$ cat src/rtl/lsu_mem_if.sv
// Load/store unit, initiator side of a word-only data memory.
// Accepts RV32I loads/stores, extracts and extends sub-word loads, performs
// SB/SH as a read-modify-write, and reports misaligned or illegal requests.
// Faulting requests complete straight from idle: their response is registered
// on acceptance, so they never leave the idle state and never touch memory.
module lsu_mem_if #(
  parameter int unsigned ADDR_W = 32
) (
  input  logic              clk,
  input  logic              rst,
  input  logic              req_valid,
  input  logic              req_we,
  input  logic [2:0]        req_funct3,
  input  logic [ADDR_W-1:0] req_addr,
  input  logic [31:0]       req_wdata,
  output logic              req_ready,
  output logic              stall,
  output logic              rsp_valid,
  output logic [31:0]       rsp_rdata,
  output logic              rsp_fault,
  output logic [ADDR_W-1:0] mem_address,
  output logic [31:0]       mem_write_data,
  output logic              mem_write,
  input  logic [31:0]       mem_read_data
);

  typedef enum logic [1:0] {StIdle, StLoad, StRmwRd, StWrite} state_e;

  state_e            state_q, state_d;
  logic              we_q, we_d;
  logic [2:0]        f3_q, f3_d;
  logic [ADDR_W-1:0] addr_q, addr_d;
  logic [31:0]       wdata_q, wdata_d;
  logic              rsp_valid_q, rsp_valid_d;
  logic [31:0]       rsp_rdata_q, rsp_rdata_d;
  logic              rsp_fault_q, rsp_fault_d;
  logic              accept;

  // Illegal funct3 for the direction, or address not aligned to the access size.
  function automatic logic is_fault(logic we, logic [2:0] f3, logic [1:0] a);
    logic bad_op;
    logic misal;
    if (we) bad_op = f3[2] | (f3[1:0] == 2'b11);
    else    bad_op = (f3[1:0] == 2'b11) | (f3 == 3'b110);
    misal = ((f3[1:0] == 2'b01) & a[0]) | ((f3[1:0] == 2'b10) & (a != 2'b00));
    return bad_op | misal;
  endfunction

  // Select the addressed lane and sign/zero extend according to funct3.
  function automatic logic [31:0] load_ext(logic [2:0] f3, logic [1:0] a, logic [31:0] w);
    logic [7:0]  b;
    logic [15:0] h;
    unique case (a)
      2'd0:    b = w[7:0];
      2'd1:    b = w[15:8];
      2'd2:    b = w[23:16];
      default: b = w[31:24];
    endcase
    h = a[1] ? w[31:16] : w[15:0];
    case (f3)
      3'b000:  return {{24{b[7]}}, b};
      3'b001:  return {{16{h[15]}}, h};
      3'b100:  return {24'h0, b};
      3'b101:  return {16'h0, h};
      default: return w;
    endcase
  endfunction

  // Replace the target byte/half of the read word with the store data.
  function automatic logic [31:0] store_merge(logic [2:0] f3, logic [1:0] a,
                                              logic [31:0] old, logic [31:0] wd);
    logic [31:0] mask;
    logic [31:0] data;
    if (f3[0]) begin
      mask = 32'h0000_FFFF << {a[1], 4'b0000};
      data = {2{wd[15:0]}};
    end else begin
      mask = 32'h0000_00FF << {a, 3'b000};
      data = {4{wd[7:0]}};
    end
    return (old & ~mask) | (data & mask);
  endfunction

  assign req_ready = (state_q == StIdle) & ~rst;
  assign accept    = req_valid & req_ready;
  assign stall     = accept | (state_q != StIdle);

  // Next-state, request latching and response generation.
  always_comb begin
    state_d     = state_q;
    we_d        = we_q;
    f3_d        = f3_q;
    addr_d      = addr_q;
    wdata_d     = wdata_q;
    rsp_valid_d = 1'b0;
    rsp_rdata_d = 32'h0;
    rsp_fault_d = 1'b0;
    unique case (state_q)
      StIdle: begin
        if (accept) begin
          we_d    = req_we;
          f3_d    = req_funct3;
          addr_d  = req_addr;
          wdata_d = req_wdata;
          if (is_fault(req_we, req_funct3, req_addr[1:0])) begin
            rsp_valid_d = 1'b1;
            rsp_fault_d = 1'b1;
          end else if (!req_we) begin
            state_d = StLoad;
          end else if (req_funct3[1:0] == 2'b10) begin
            state_d = StWrite;
          end else begin
            state_d = StRmwRd;
          end
        end
      end
      StLoad: begin
        rsp_rdata_d = load_ext(f3_q, addr_q[1:0], mem_read_data);
        rsp_valid_d = 1'b1;
        state_d     = StIdle;
      end
      StRmwRd: begin
        // The merged word reuses the store-data register for the write cycle.
        wdata_d = store_merge(f3_q, addr_q[1:0], mem_read_data, wdata_q);
        state_d = StWrite;
      end
      StWrite: begin
        rsp_valid_d = 1'b1;
        state_d     = StIdle;
      end
      default: state_d = StIdle;
    endcase
  end

  // State and latched request registers with synchronous reset.
  always_ff @(posedge clk) begin
    if (rst) begin
      state_q     <= StIdle;
      we_q        <= 1'b0;
      f3_q        <= 3'b000;
      addr_q      <= '0;
      wdata_q     <= 32'h0;
      rsp_valid_q <= 1'b0;
      rsp_rdata_q <= 32'h0;
      rsp_fault_q <= 1'b0;
    end else begin
      state_q     <= state_d;
      we_q        <= we_d;
      f3_q        <= f3_d;
      addr_q      <= addr_d;
      wdata_q     <= wdata_d;
      rsp_valid_q <= rsp_valid_d;
      rsp_rdata_q <= rsp_rdata_d;
      rsp_fault_q <= rsp_fault_d;
    end
  end

  // Memory-side outputs are quiet whenever no access is in flight.
  always_comb begin
    mem_address    = '0;
    mem_write_data = 32'h0;
    mem_write      = 1'b0;
    if (state_q != StIdle) begin
      mem_address = {addr_q[ADDR_W-1:2], 2'b00};
    end
    if (state_q == StWrite) begin
      mem_write_data = wdata_q;
      // A reset landing on the write cycle must not commit the write.
      mem_write      = ~rst;
    end
  end

  assign rsp_valid = rsp_valid_q;
  assign rsp_rdata = rsp_rdata_q;
  assign rsp_fault = rsp_fault_q;

endmodule
$ cat config.mk
export PLATFORM = sky130hd
export DESIGN_NAME = lsu_mem_if
export DESIGN_NICKNAME = d
export VERILOG_FILES = /design/src/rtl/lsu_mem_if.sv
export SDC_FILE = /design/constraint.sdc
export NUM_CORES = 1
export LEC_CHECK = 0
export BUFFER_PORTS_ARGS = -buffer_cell sky130_fd_sc_hd__clkbuf_2
export CAP_MARGIN = 5
export CORE_MARGIN = 1.5
export CORE_UTILIZATION = 52
export DETAILED_ROUTE_END_ITERATION = 6
export GPL_TIMING_DRIVEN = 1
export PLACE_DENSITY = 0.85
export REMOVE_ABC_BUFFERS = 1
export SYNTH_ARGS = -nofsm -noshare
export SYNTH_HDL_FRONTEND = slang
export SYNTH_SLANG_ARGS = --single-unit
$ cat constraint.sdc
create_clock -name clk -period 5 [get_ports clk]
set_clock_uncertainty 0.15 [all_clocks]
set_input_delay 0.5 -clock clk [delete_from_list [all_inputs] [get_ports clk]]
set_output_delay 0.5 -clock clk [all_outputs]
set_load 0.1 [all_outputs]
==> impl_metrics.ini <==
[synthesis]
synthAdderAreaFrac = 0
postSynthAreaPerCell_um2 = 8.26
yosysTopAreaCell = dfxtp_1
synthDistinctLibCells = 44
ys_ff_latch = 103
yosysSeqAreaShare = 0.416
synth_top_area_frac = 0.416
ys.warnings.count = 0
synthArstFlopShare = 0
synthMuxAreaShare = 0.0202
synthFlopType = dfxtp_1
syn_inst = 600
synth_commonest_cells = dfxtp_1, nand2_1, a21oi_1
synth_edf_count = 0
synth_top_family_by_area = compound AO/OA/AOI/OAI gates
synth_area_leaders = dfxtp_1, nand2_1, a21oi_1
synthMostInstantiatedCell = dfxtp_1
synthXorXnorAreaFrac = 0
syn_area_mm2 = 0.00496
synth_compound_area_frac = 0.272
synth_simple_gate_area_share = 0.233

[timing]
rsz0062_at_grt = false
maxSlewViolCount = 0
max_freq_mhz = 302
worst_slew_pin_slew_ps = 1240
hold_violations = 0
setup_viol = 0
min_period_ps = 3320
slew_headroom = 0.176
post-route-period-util = 0.663
setup_tns_ps = 0

[min_path]
whs_path_depth = 2
min_path_type = input pin to flop
hp-start = rst
holdPathEnd = state_q[0]$_SDFFE_PP0P_

[die]
start_util = 0.536
ios = 204
dieWidth_um = 101
die_area_mm2 = 0.0101
num_rows = 35
die_h_um = 101
core_area_mm2 = 0.00924

[global_route]
antenna_found_initial = 0
grt_pass1_vias = 4846
grt_max_degree = 73
grt-ovfl-total = 0
grt_pass1_wl_um = 24500
grt_usage = 0.310

[setup_path]
cp.required_ps = 4350
reg2reg_slack_ps = 1960
rr_endpoint = rsp_rdata[19]$_SDFF_PP0_
cp-end-kind = primary output
worst_path_max_delay_cell = nor2_2
cp.buffers_inverters = 1
reg2reg_from = state_q[0]$_SDFFE_PP0P_
cp_cell_sequence = nor2_2 -> nor2b_1 -> clkbuf_2
cpPeakStageDelay_ps = 1070
crit_family = simple AND/OR/NAND/NOR gates
worstSetupPathType = flop to primary output
cp_data_arrival_time_ps = 2670
ff2ff_path_depth = 4
worstPathMaxFanout = 60
crit_path_start_kind = flop

[cts]
clkLatencyLatePin_ps = 380
cts_hold_buf = 0
cts_buffer_depth = 2
cts_tree = built
clkTransAtPathRegs_ps = 100
numClockSinks = 103
cts_root_buffer = clkbuf_8
cts_setup_buffers = 0
h-tree-depth = 3
numCtsBuffers = 9
cts_resized = 0

[power]
p_leak_uw = 0.00287
power_density_mw_per_mm2 = 307
ir_worst_vdd_v = 0.000193

[layout]
drive_above_1_share = 0.344
postLayoutCellArea_mm2 = 0.00617
antenna_cells = 0
final_nets = 865
syn_to_final_growth_pct = 24.5

[place]
place_hpwl_um = 11200
dpl_cell_area_mm2 = 0.00590
gp_congestion = 0.918
numPortBuffers = 201

[detailed_routing]
drt_wl_total_um = 16000
vias = 5234
drt_iter0_drc = 368
via_per_inst = 5.84
detail-route-antenna-nets = 0
wl_per_cell_um = 17.8
detail_route.first_pass.iterations = 5
drc = 0

[status]
outcome = completed

[flow_run]
max-cap-violations = 0
==> worst max-delay path by stage <==
stage,start,to,cells past startpoint
floorplan,state_q[0]$_SDFFE_PP0P_,mem_address[10],2
global placement,rst,addr_q[24]$_SDFFE_PP0P_,5
detailed placement,rst,f3_q[0]$_SDFFE_PP0P_,5
CTS,state_q[0]$_SDFFE_PP0P_,mem_address[9],3
global route,state_q[0]$_SDFFE_PP0P_,mem_address[9],3
finish,state_q[0]$_SDFFE_PP0P_,mem_address[9],3
==> flip-flops by register name, indices dropped and copies added (netlist names), named ones only <==
register,flops
rsp_fault,1
rsp_valid,1
rsp_rdata,32
addr_q,32
state_q,2
wdata_q,24
f3_q,3
==> logic make-up (layout without fill, tap and decap cells) <==
family                 count (synthesis)  after routing
AOI/OAI and AO/OA                    197            197
buffers and inverters                 61            227
DFF                                  103            103
muxes                                  9              9
other                                  1              2
and+or+nand+nor                      229            229
==> final cells by class <==
class	count	area, um^2
Fill cell	779	3070
Multi-Input combinational cell	437	2620
Sequential cell	103	2060
Timing Repair Buffer	207	1070
Tap cell	129	161
Clock buffer	9	124
Clock inverter	7	120
Inverter	4	15.0
==> where the power goes <==
part           total (uW)  leakage [uW]  internal (uW)  switching, uW
combinational         350       0.00191            107            243
sequential            908      0.000844            867           40.8
clock                 636      0.000120            334            302
==> per-layer routing <==
| layer | track usage | vias up | share of wire |
|---|---|---|---|
| met5 | 0 | - | 0 |
| met4 | 0.137 | 0 | 0.030 |
| met3 | 0.0569 | 37 | 0.095 |
| met2 | 0.513 | 315 | 0.46 |
| met1 | 0.395 | 2403 | 0.41 |
| li1 | - | 2479 | - |
==> stage by stage <==
stage / util / power [uW] / worst slack (ps) / hold slack, ps / cells
2_1_floorplan: - / 1140 / 1180 / 276 / 544
3_3_place_gp: 0.638 / 1260 / 2070 / 287 / 879
3_5_place_dp: 0.638 / 1270 / 1930 / 292 / 879
4_1_cts: 0.665 / 1890 / 1660 / 158 / 895
5_1_grt: 0.668 / 1960 / 1510 / 162 / 896
6_report: 0.668 / 1890 / 1680 / 168 / 896
==> layout by cell type, fill, tap and decap left out, types with 2 or more instances in the layout <==
master and n:
nor2_1 45, o31ai_1 16, nor3_1 5, a211oi_1 16, o21ai_0 38, o21ai_1 2, clkbuf_8 9, inv_1 4
and3_1 32, dfxtp_1 102, o21bai_1 8, nor2_2 5, a311oi_1 8, clkbuf_2 201, bufinv_16 3, nor2b_1 30
o221a_1 2, a21o_1 17, o221a_2 22, nand2b_1 6, a31oi_1 10, conb_1 2, nand3b_1 8, mux2_2 8
buf_4 5, and4_1 8, nand2_1 83, a21oi_1 51
No activity file was read; power rests on OpenSTA's default activity.
